`src/rtl/fifo_rd_ctrl_if.sv`:
```
// Read-side output stream of the async FIFO: registered data/valid from the
// controller, ready back from the consumer.
interface fifo_rd_ctrl_if #(
  parameter int DATA_WIDTH = 8
) ();
  logic [DATA_WIDTH-1:0] rd_data;
  logic                  rd_valid;
  logic                  rd_ready;

  modport master (
    output rd_data,
    output rd_valid,
    input  rd_ready
  );

  modport slave (
    input  rd_data,
    input  rd_valid,
    output rd_ready
  );
endinterface

```
`src/rtl/fifo_rd_ctrl.sv`:
```
// Read-side controller of the async FIFO. Keeps the binary read pointer,
// publishes its Gray form for the write domain, derives a registered empty
// flag and occupancy, and pops memory words into a registered valid/ready
// output stage that can stream one word per cycle.
module fifo_rd_ctrl #(
  parameter int DATA_WIDTH = 8,
  parameter int ADDR_WIDTH = 4
) (
  input  logic                  rclk,
  input  logic                  rrst_n,
  input  logic [ADDR_WIDTH:0]   rq2_wptr,
  input  logic [DATA_WIDTH-1:0] rdata_mem,
  output logic [ADDR_WIDTH-1:0] raddr,
  output logic [ADDR_WIDTH:0]   rptr,
  output logic                  rempty,
  output logic [ADDR_WIDTH:0]   rd_level,
  fifo_rd_ctrl_if.master        rd_if
);

  localparam int FIFO_DEPTH = 1 << ADDR_WIDTH;

  logic [ADDR_WIDTH:0] rbin;
  logic [ADDR_WIDTH:0] rbinnext;
  logic [ADDR_WIDTH:0] rgraynext;
  logic [ADDR_WIDTH:0] wbin_s;
  logic [ADDR_WIDTH:0] level_next;
  logic                pop;

  // Pop only from the registered empty flag, and only when the output
  // register is free or being drained this cycle.
  assign pop = !rempty && (!rd_if.rd_valid || rd_if.rd_ready);

  assign raddr = rbin[ADDR_WIDTH-1:0];

  // Next binary/Gray read pointer and synchronized write pointer in binary.
  always_comb begin
    rbinnext  = rbin + {{ADDR_WIDTH{1'b0}}, pop};
    rgraynext = (rbinnext >> 1) ^ rbinnext;
    wbin_s    = '0;
    for (int i = 0; i <= ADDR_WIDTH; i++) begin
      wbin_s[i] = ^(rq2_wptr >> i);
    end
    level_next = wbin_s - rbinnext;
  end

  // Pointer, flag, level and output-stage registers; reset overrides all.
  always_ff @(posedge rclk) begin
    if (!rrst_n) begin
      rbin           <= '0;
      rptr           <= '0;
      rempty         <= 1'b1;
      rd_level       <= '0;
      rd_if.rd_data  <= '0;
      rd_if.rd_valid <= 1'b0;
    end else begin
      rbin     <= rbinnext;
      rptr     <= rgraynext;
      rempty   <= (rgraynext == rq2_wptr);
      rd_level <= level_next;
      if (pop) begin
        rd_if.rd_data  <= rdata_mem;
        rd_if.rd_valid <= 1'b1;
      end else if (rd_if.rd_ready) begin
        rd_if.rd_valid <= 1'b0;
      end
    end
  end

  // The level can never legally exceed the memory depth.
  always_ff @(posedge rclk) begin
    if (rrst_n) begin
      assert ({1'b0, rd_level} <= (ADDR_WIDTH+2)'(FIFO_DEPTH))
        else $error("rd_level out of range");
    end
  end

endmodule

```
`src/flat_wrapper.sv`:
```
// flat-port wrapper written by rule: the top's interface ports become plain ports
module fifo_rd_ctrl_flat 
#(
  parameter int DATA_WIDTH = 8,
  parameter int ADDR_WIDTH = 4
)
  (rclk, rrst_n, rq2_wptr, rdata_mem, raddr, rptr, rempty, rd_level, rd_if_rd_data, rd_if_rd_valid, rd_if_rd_ready);
  fifo_rd_ctrl_if #(.DATA_WIDTH(DATA_WIDTH)) rd_if_i ();
  input  logic rclk;
  input  logic rrst_n;
  input  logic [ADDR_WIDTH:0] rq2_wptr;
  input  logic [DATA_WIDTH-1:0] rdata_mem;
  output logic [ADDR_WIDTH-1:0] raddr;
  output logic [ADDR_WIDTH:0] rptr;
  output logic rempty;
  output logic [ADDR_WIDTH:0] rd_level;
  output wire logic [$bits(rd_if_i.rd_data)-1:0] rd_if_rd_data;
  output wire logic [$bits(rd_if_i.rd_valid)-1:0] rd_if_rd_valid;
  input wire logic [$bits(rd_if_i.rd_ready)-1:0] rd_if_rd_ready;
  assign rd_if_rd_data = rd_if_i.rd_data;
  assign rd_if_rd_valid = rd_if_i.rd_valid;
  assign rd_if_i.rd_ready = rd_if_rd_ready;
  fifo_rd_ctrl #(.DATA_WIDTH(DATA_WIDTH), .ADDR_WIDTH(ADDR_WIDTH)) u_core (.rclk(rclk), .rrst_n(rrst_n), .rq2_wptr(rq2_wptr), .rdata_mem(rdata_mem), .raddr(raddr), .rptr(rptr), .rempty(rempty), .rd_level(rd_level), .rd_if(rd_if_i));
endmodule
```
`config.mk`:
```
export PLATFORM = sky130hd
export DESIGN_NAME = fifo_rd_ctrl_flat
export DESIGN_NICKNAME = d
export VERILOG_FILES = /design/src/rtl/fifo_rd_ctrl_if.sv /design/src/rtl/fifo_rd_ctrl.sv /design/src/flat_wrapper.sv
export SDC_FILE = /design/constraint.sdc
export NUM_CORES = 1
export LEC_CHECK = 0
export BUFFER_PORTS_ARGS = -buffer_cell sky130_fd_sc_hd__buf_2
export CORE_AREA = 4 4 53 55
export CTS_CLUSTER_SIZE = 24
export DETAILED_ROUTE_END_ITERATION = 6
export DIE_AREA = 0 0 57 59
export PLACE_DENSITY = 0.87
export SYNTH_ARGS = -nofsm -noshare
export SYNTH_HDL_FRONTEND = slang
export SYNTH_SLANG_ARGS = --single-unit
```
`constraint.sdc`:
```
create_clock -name rclk -period 4.3 [get_ports rclk]
set_input_delay 0.215 -clock rclk [delete_from_list [all_inputs] [get_ports rclk]]
set_output_delay 0.215 -clock rclk [all_outputs]
set_load 0.02 [all_outputs]
```
## After elaboration in Yosys (flattened, before gate mapping)

Cells that the tools add are included.

- Add/sub/neg operators: 2
- Equal/unequal tests: 1
- Multiplexer cells: 2
- Bitwise logic cells: 1
- Reductions and logical operators: 10

Operators with widths:

| kind | number |
|---|---|
| $reduce_xor A5 Y1 | 5 |
| $add A5 B1 Y5 | 1 |
| $eq A5 B5 Y1 | 1 |
| $sub A5 B5 Y5 | 1 |
| $xor A4 B5 Y5 | 1 |
| $logic_not A1 Y1 | 2 |
| $mux W1 | 2 |
| $reduce_bool A2 Y1 | 1 |
| $logic_and A1 B1 Y1 | 1 |
| $logic_or A1 B1 Y1 | 1 |

- Register bits after elaboration: 25
- Input bits: 16
- Output and inout port bits: 24
- Word-level logic and storage cells: 22

## Logic depth before layout (Yosys ltp)

- Depth in word-level cells: 6
- Mapped depth: 12
- Gate-level depth less buffers: 11

## Worst setup path before layout

No wires, ideal clock.

- Path kind: register to register
- Start: reg u_core.rd_if.rd_valid
- End: reg u_core.rd_level[4]
- Library setup time: 115 ps
- Arrival time: 2730 ps
- Data required time: 4185 ps
- Setup slack: 1455 ps
- Stages on the path, launching flop included: 13
- Path buffers: 1
- Period minus slack after synthesis: 2845 ps
- Cells stage by stage: dfxtp_1 -> nand2b_1 -> nor2b_1 -> buf_2 -> ha_1 -> ha_1 -> xor2_2 -> inv_1 -> ha_1 -> a21o_1 -> maj3_2 -> xor2_1 -> and2_1

- Cells in the longest elaborated chain, start to end: 5

Ends and longest elaborated chain:

| element | RTL line | RTL |
|---|---|---|
| from (decl) | fifo_rd_ctrl_if.sv:12 | `output rd_valid,` |
| from (signal assigned) | fifo_rd_ctrl.sv:54 | `rd_if.rd_valid <= 1'b0;` |
| from (signal assigned) | fifo_rd_ctrl.sv:62 | `rd_if.rd_valid <= 1'b1;` |
| from (signal assigned) | fifo_rd_ctrl.sv:64 | `rd_if.rd_valid <= 1'b0;` |
| $logic_not A1 Y1 | fifo_rd_ctrl.sv:31 | `assign pop = !rempty && (!rd_if.rd_valid \|\| rd_if.rd_ready);` |
| $logic_or A1 B1 Y1 | fifo_rd_ctrl.sv:31 |  |
| $logic_and A1 B1 Y1 | fifo_rd_ctrl.sv:31 |  |
| net u_core.pop | fifo_rd_ctrl.sv:27 | `logic pop;` |
| $add A5 B1 Y5 | fifo_rd_ctrl.sv:37 | `rbinnext = rbin + {{ADDR_WIDTH{1'b0}}, pop};` |
| $sub A5 B5 Y5 | fifo_rd_ctrl.sv:43 | `level_next = wbin_s - rbinnext;` |
| to (signal assigned) | fifo_rd_ctrl.sv:59 | `rd_level <= level_next;` |
| to (decl) | fifo_rd_ctrl.sv:16 | `output logic [ADDR_WIDTH:0] rd_level,` |

The timed path passes the listed nets, and every way through them passes these cells.
A chain may end at the register's enable or synchronous reset.

## Worst setup path after layout

- Start: reg u_core.rd_if.rd_valid
- End: reg u_core.rd_level[4]

- Cells in the longest elaborated chain, start to end: 5

Ends and longest elaborated chain:

| element | RTL line |
|---|---|
| $logic_not A1 Y1 | fifo_rd_ctrl.sv:31 |
| $logic_or A1 B1 Y1 | fifo_rd_ctrl.sv:31 |
| $logic_and A1 B1 Y1 | fifo_rd_ctrl.sv:31 |
| $add A5 B1 Y5 | fifo_rd_ctrl.sv:37 |
| $sub A5 B5 Y5 | fifo_rd_ctrl.sv:43 |

Every way passes these cells.

==> results.md <==
- Max clock buf depth: 2
- Outcome: completed
- Die Area: between 3000 and 4000 sq um
- Worst-Margin Slew: around 0.36 ns
- WHS Endpoint: u_core.rd_if.rd_data[5]
- P_int: about 0.37 mW
- Fraction of layout cells with a size suffix above 1: roughly a third
- Reg-to-reg startpoint: u_core.rd_if.rd_valid
- PD cells: ~370 nW/um^2
- Post-synthesis adder-cell area fraction: under 10%
- Largest family of logic cells by synthesized area: XOR/XNOR gates
- Core ar.: 2390 sq um
- Post-Route WL: 2200 um
- Reg2reg path depth: 11
- Vias in the first global route: around 900
- Post-Synth Simple-Gate Area: ~17%
- # rows: 18
- Vias/cell: 4.78
- Switching power: between 0.15 and 0.2 mW
- Critical R2R Capture: u_core.rd_level[4]
- Vias post-DR: 860
- Most common cell after layout, fill and taps aside: buf_2
- Max Clk Rate: around 0.36 GHz
- Area Overhead vs Synth: 22.6%
- Max Slew Vio Count: 0
- Switching share of power: between 30 and 40%
- Non-Filler Cell Area, Final: between 1000 and 1500 sq um
- Mux share of post-synthesis cell area: 6.87%
- Worst path bufs/invs: 1
- Synthesized area per cell: about 11 sq um
- Final ANT Viol Nets: 0
- Final hold slack: 0.169 ns
- Initial antenna violation count: 0
- Most frequent cells in the layout: 39 x buf_2, 24 x dfxtp_1, 11 x nor2b_1, 11 x and2_1, 10 x xor2_1
- Antenna diodes: 0
- Root buffer cell: clkbuf_4
- Most used cell along the critical path: ha_1
- Initial DRC Count: 14
- Largest net degree at the start of global routing: 25
- Post-CTS setup buffers: 0
- FF+latch count, synth: 24
- Crit path max-delay family: adder cells
- Drt first pass iters: 4
- CP peak stage delay: roughly 0.34 ns
- Nets: around 170
- Hold path cells: 3
- Dpl hpwl: 1790 um
- Final TNS setup: 0 ns
- Finished Layout Cells: between 150 and 200
- Cell Area, Synth: around 1200 sq um
- Clock power frac: 21.8%
- Ys Warns: 0
- Post-Synth XOR/XNOR Area: between 10% and 20%
- RSZ-0062 raised after global routing: no
- Syn nets: about 130
- Slew headroom: roughly 76%
- DRC viols: 0
- Reg-to-reg slack, setup: 1.51 ns
- CTS hold repair buffers: 0
- Hold crit path type: in2reg
- Peak supply drop: approximately 0.22 mV
- Crit-path cells: nand2b_1 -> nor2b_1 -> ha_1 -> ha_1 -> xor2_2 -> inv_1 -> ha_1 -> a21o_1 -> maj3_2 -> xor2_1 -> and2_1
- TritonCTS clock tree: yes
- Reg power frac: just under 50%
- Worst-path clk slew: ~0.12 ns
- Final Hold Viols: 0
- Die Ht: 59 um
- Crit-path slowest cell: ha_1
- Gr ovfl total: 0
- Wirelength per Cell: about 12 um
- Setup-failing EPs final: 0
- Post-DP Area: between 1000 and 1500 sq um
- Comb power frac: between 20% and 30%
- Pleak: 0.701 nW
- CTS H-Tree Depth: 1
- Resize count post-CTS: 0
- First-pass GRT wire length: ~3800 um
- Clock latency on the worst-skew pair: approximately 0.30 ns
- Crit path time final: between 2 and 3 ns
- GR Util All Layers: between 10 and 15%
- Cell variety after synth: 29
- IO buf count: 39
- Compound-Gate Fraction of Synth Area: 5.15%
- Setup crit end kind: register
- WP data arrival: roughly 3 ns
- Sequential area share after synthesis: 41.2%
- Core Util, Final: about three fifths
- Clk_skew: around 0.0042 ns
- Worst Path Required: between 4 and 5 ns
- Tcrit/Tclk final: between 60% and 70%
- Routability cong.: ~0.8
- Crit-path max FO: 5
- Clk sinks: 24
- CTS Buf Count: 3
- IO Pins: 40
- Syn Inst Count: about 110
- Hold path start: rdata_mem[5]
- Initial Util: about half
- Placed Instances: about 180
- MaxCap Viol Count: 0
- Crit Path Class: reg2reg
- Die Wd: 57 um
- Nature of the critical path startpoint: register
## kinds of logic after synthesis
kind of cell	Yosys count
simple gates	33
flops	24
xor+xnor	22
compound gates	8
mux	8
buf+inv	7
fa+ha+maj	7
## routing by layer
metal / vias to the layer above / track usage (%) / routed length (um)
li1: 435 / - / -
met1: 389 / 16.2 / 964
met5: - / 0 / 0
met3: 4 / 3.27 / 154
met4: 0 / 5.63 / 17
met2: 32 / 25.3 / 1060
## through the flow
step | setup slack (ns) | total power [mW]
2_1_floorplan | 1.46 | 0.369
3_3_place_gp | 1.47 | 0.410
3_5_place_dp | 1.31 | 0.416
4_1_cts | 1.48 | 0.530
5_1_grt | 1.28 | 0.556
6_report | 1.51 | 0.522
## flip-flops by register name (all words and copies together), names as in the netlist
register and count:
u_core.rbin 5, u_core.rd_if.rd_data 8, u_core.rd_if.rd_valid 1, u_core.rd_level 5
u_core.rempty 1, u_core.rptr 4
## cell usage after synthesis, drive strengths merged
| master | n | area share, % |
|---|---|---|
| and4b | 1 | 0.97 |
| fa | 1 | 1.7 |
| nor2 | 1 | 0.32 |
| ha | 5 | 5.4 |
| nand3 | 2 | 0.86 |
| a21boi | 1 | 0.64 |
| xnor2 | 10 | 8.2 |
| clkbuf | 2 | 0.64 |
| nand2 | 2 | 0.64 |
| nand2b | 1 | 0.54 |
| dfxtp | 24 | 41 |
| xor2 | 11 | 8.9 |
| xnor3 | 1 | 1.9 |
| buf | 1 | 0.43 |
| a21o | 2 | 1.3 |
| and3 | 2 | 1.2 |
| nor2b | 11 | 5.9 |
| and2 | 12 | 6.5 |
| mux2i | 8 | 6.9 |
| a21oi | 3 | 1.3 |
| o22ai | 1 | 0.54 |
| o41ai | 1 | 1.4 |
| nor3 | 1 | 0.43 |
| maj3 | 1 | 0.97 |
| inv | 4 | 1.3 |
## power groups by stage
| stage | clock (mW) | combinational, mW | sequential (mW) |
|---|---|---|---|
| 5_1_grt | 0.126 | 0.174 | 0.256 |
| 2_1_floorplan | 0 | 0.0810 | 0.288 |
| 3_3_place_gp | 0 | 0.152 | 0.258 |
| 3_5_place_dp | 0 | 0.157 | 0.258 |
| 6_report | 0.114 | 0.155 | 0.253 |
| 4_1_cts | 0.118 | 0.158 | 0.253 |
## worst register-to-register path, delay by kind of cell, from the launching register on
kind,cells,cell delay [ns]
flops,1,0.33
simple gates,3,0.42
xor+xnor,2,0.50
compound gates,1,0.17
fa+ha+maj,4,1.19
buf+inv,1,0.08
## worst max path at each step
stage | from | to | slack, ns | cells after the start
2_1_floorplan | u_core.rd_if.rd_valid | u_core.rd_level[4] | 1.46 | 12
4_1_cts | u_core.rd_if.rd_valid | u_core.rd_level[4] | 1.48 | 11
5_1_grt | u_core.rd_if.rd_valid | u_core.rd_level[4] | 1.28 | 11
3_5_place_dp | rq2_wptr[3] | u_core.rd_level[4] | 1.31 | 12
3_3_place_gp | rq2_wptr[3] | u_core.rd_level[4] | 1.47 | 12
6_report | u_core.rd_if.rd_valid | u_core.rd_level[4] | 1.51 | 11
## cell type report
cell class              count  area [sq um]
clock buffers               4          36.3
fillers                   230           957
inverters                   4          15.0
multi-input cells          78           658
flip-flops and latches     24           480
well taps                  30          37.5
repair buffers             40           203
Power figures use the tool's default switching activity.
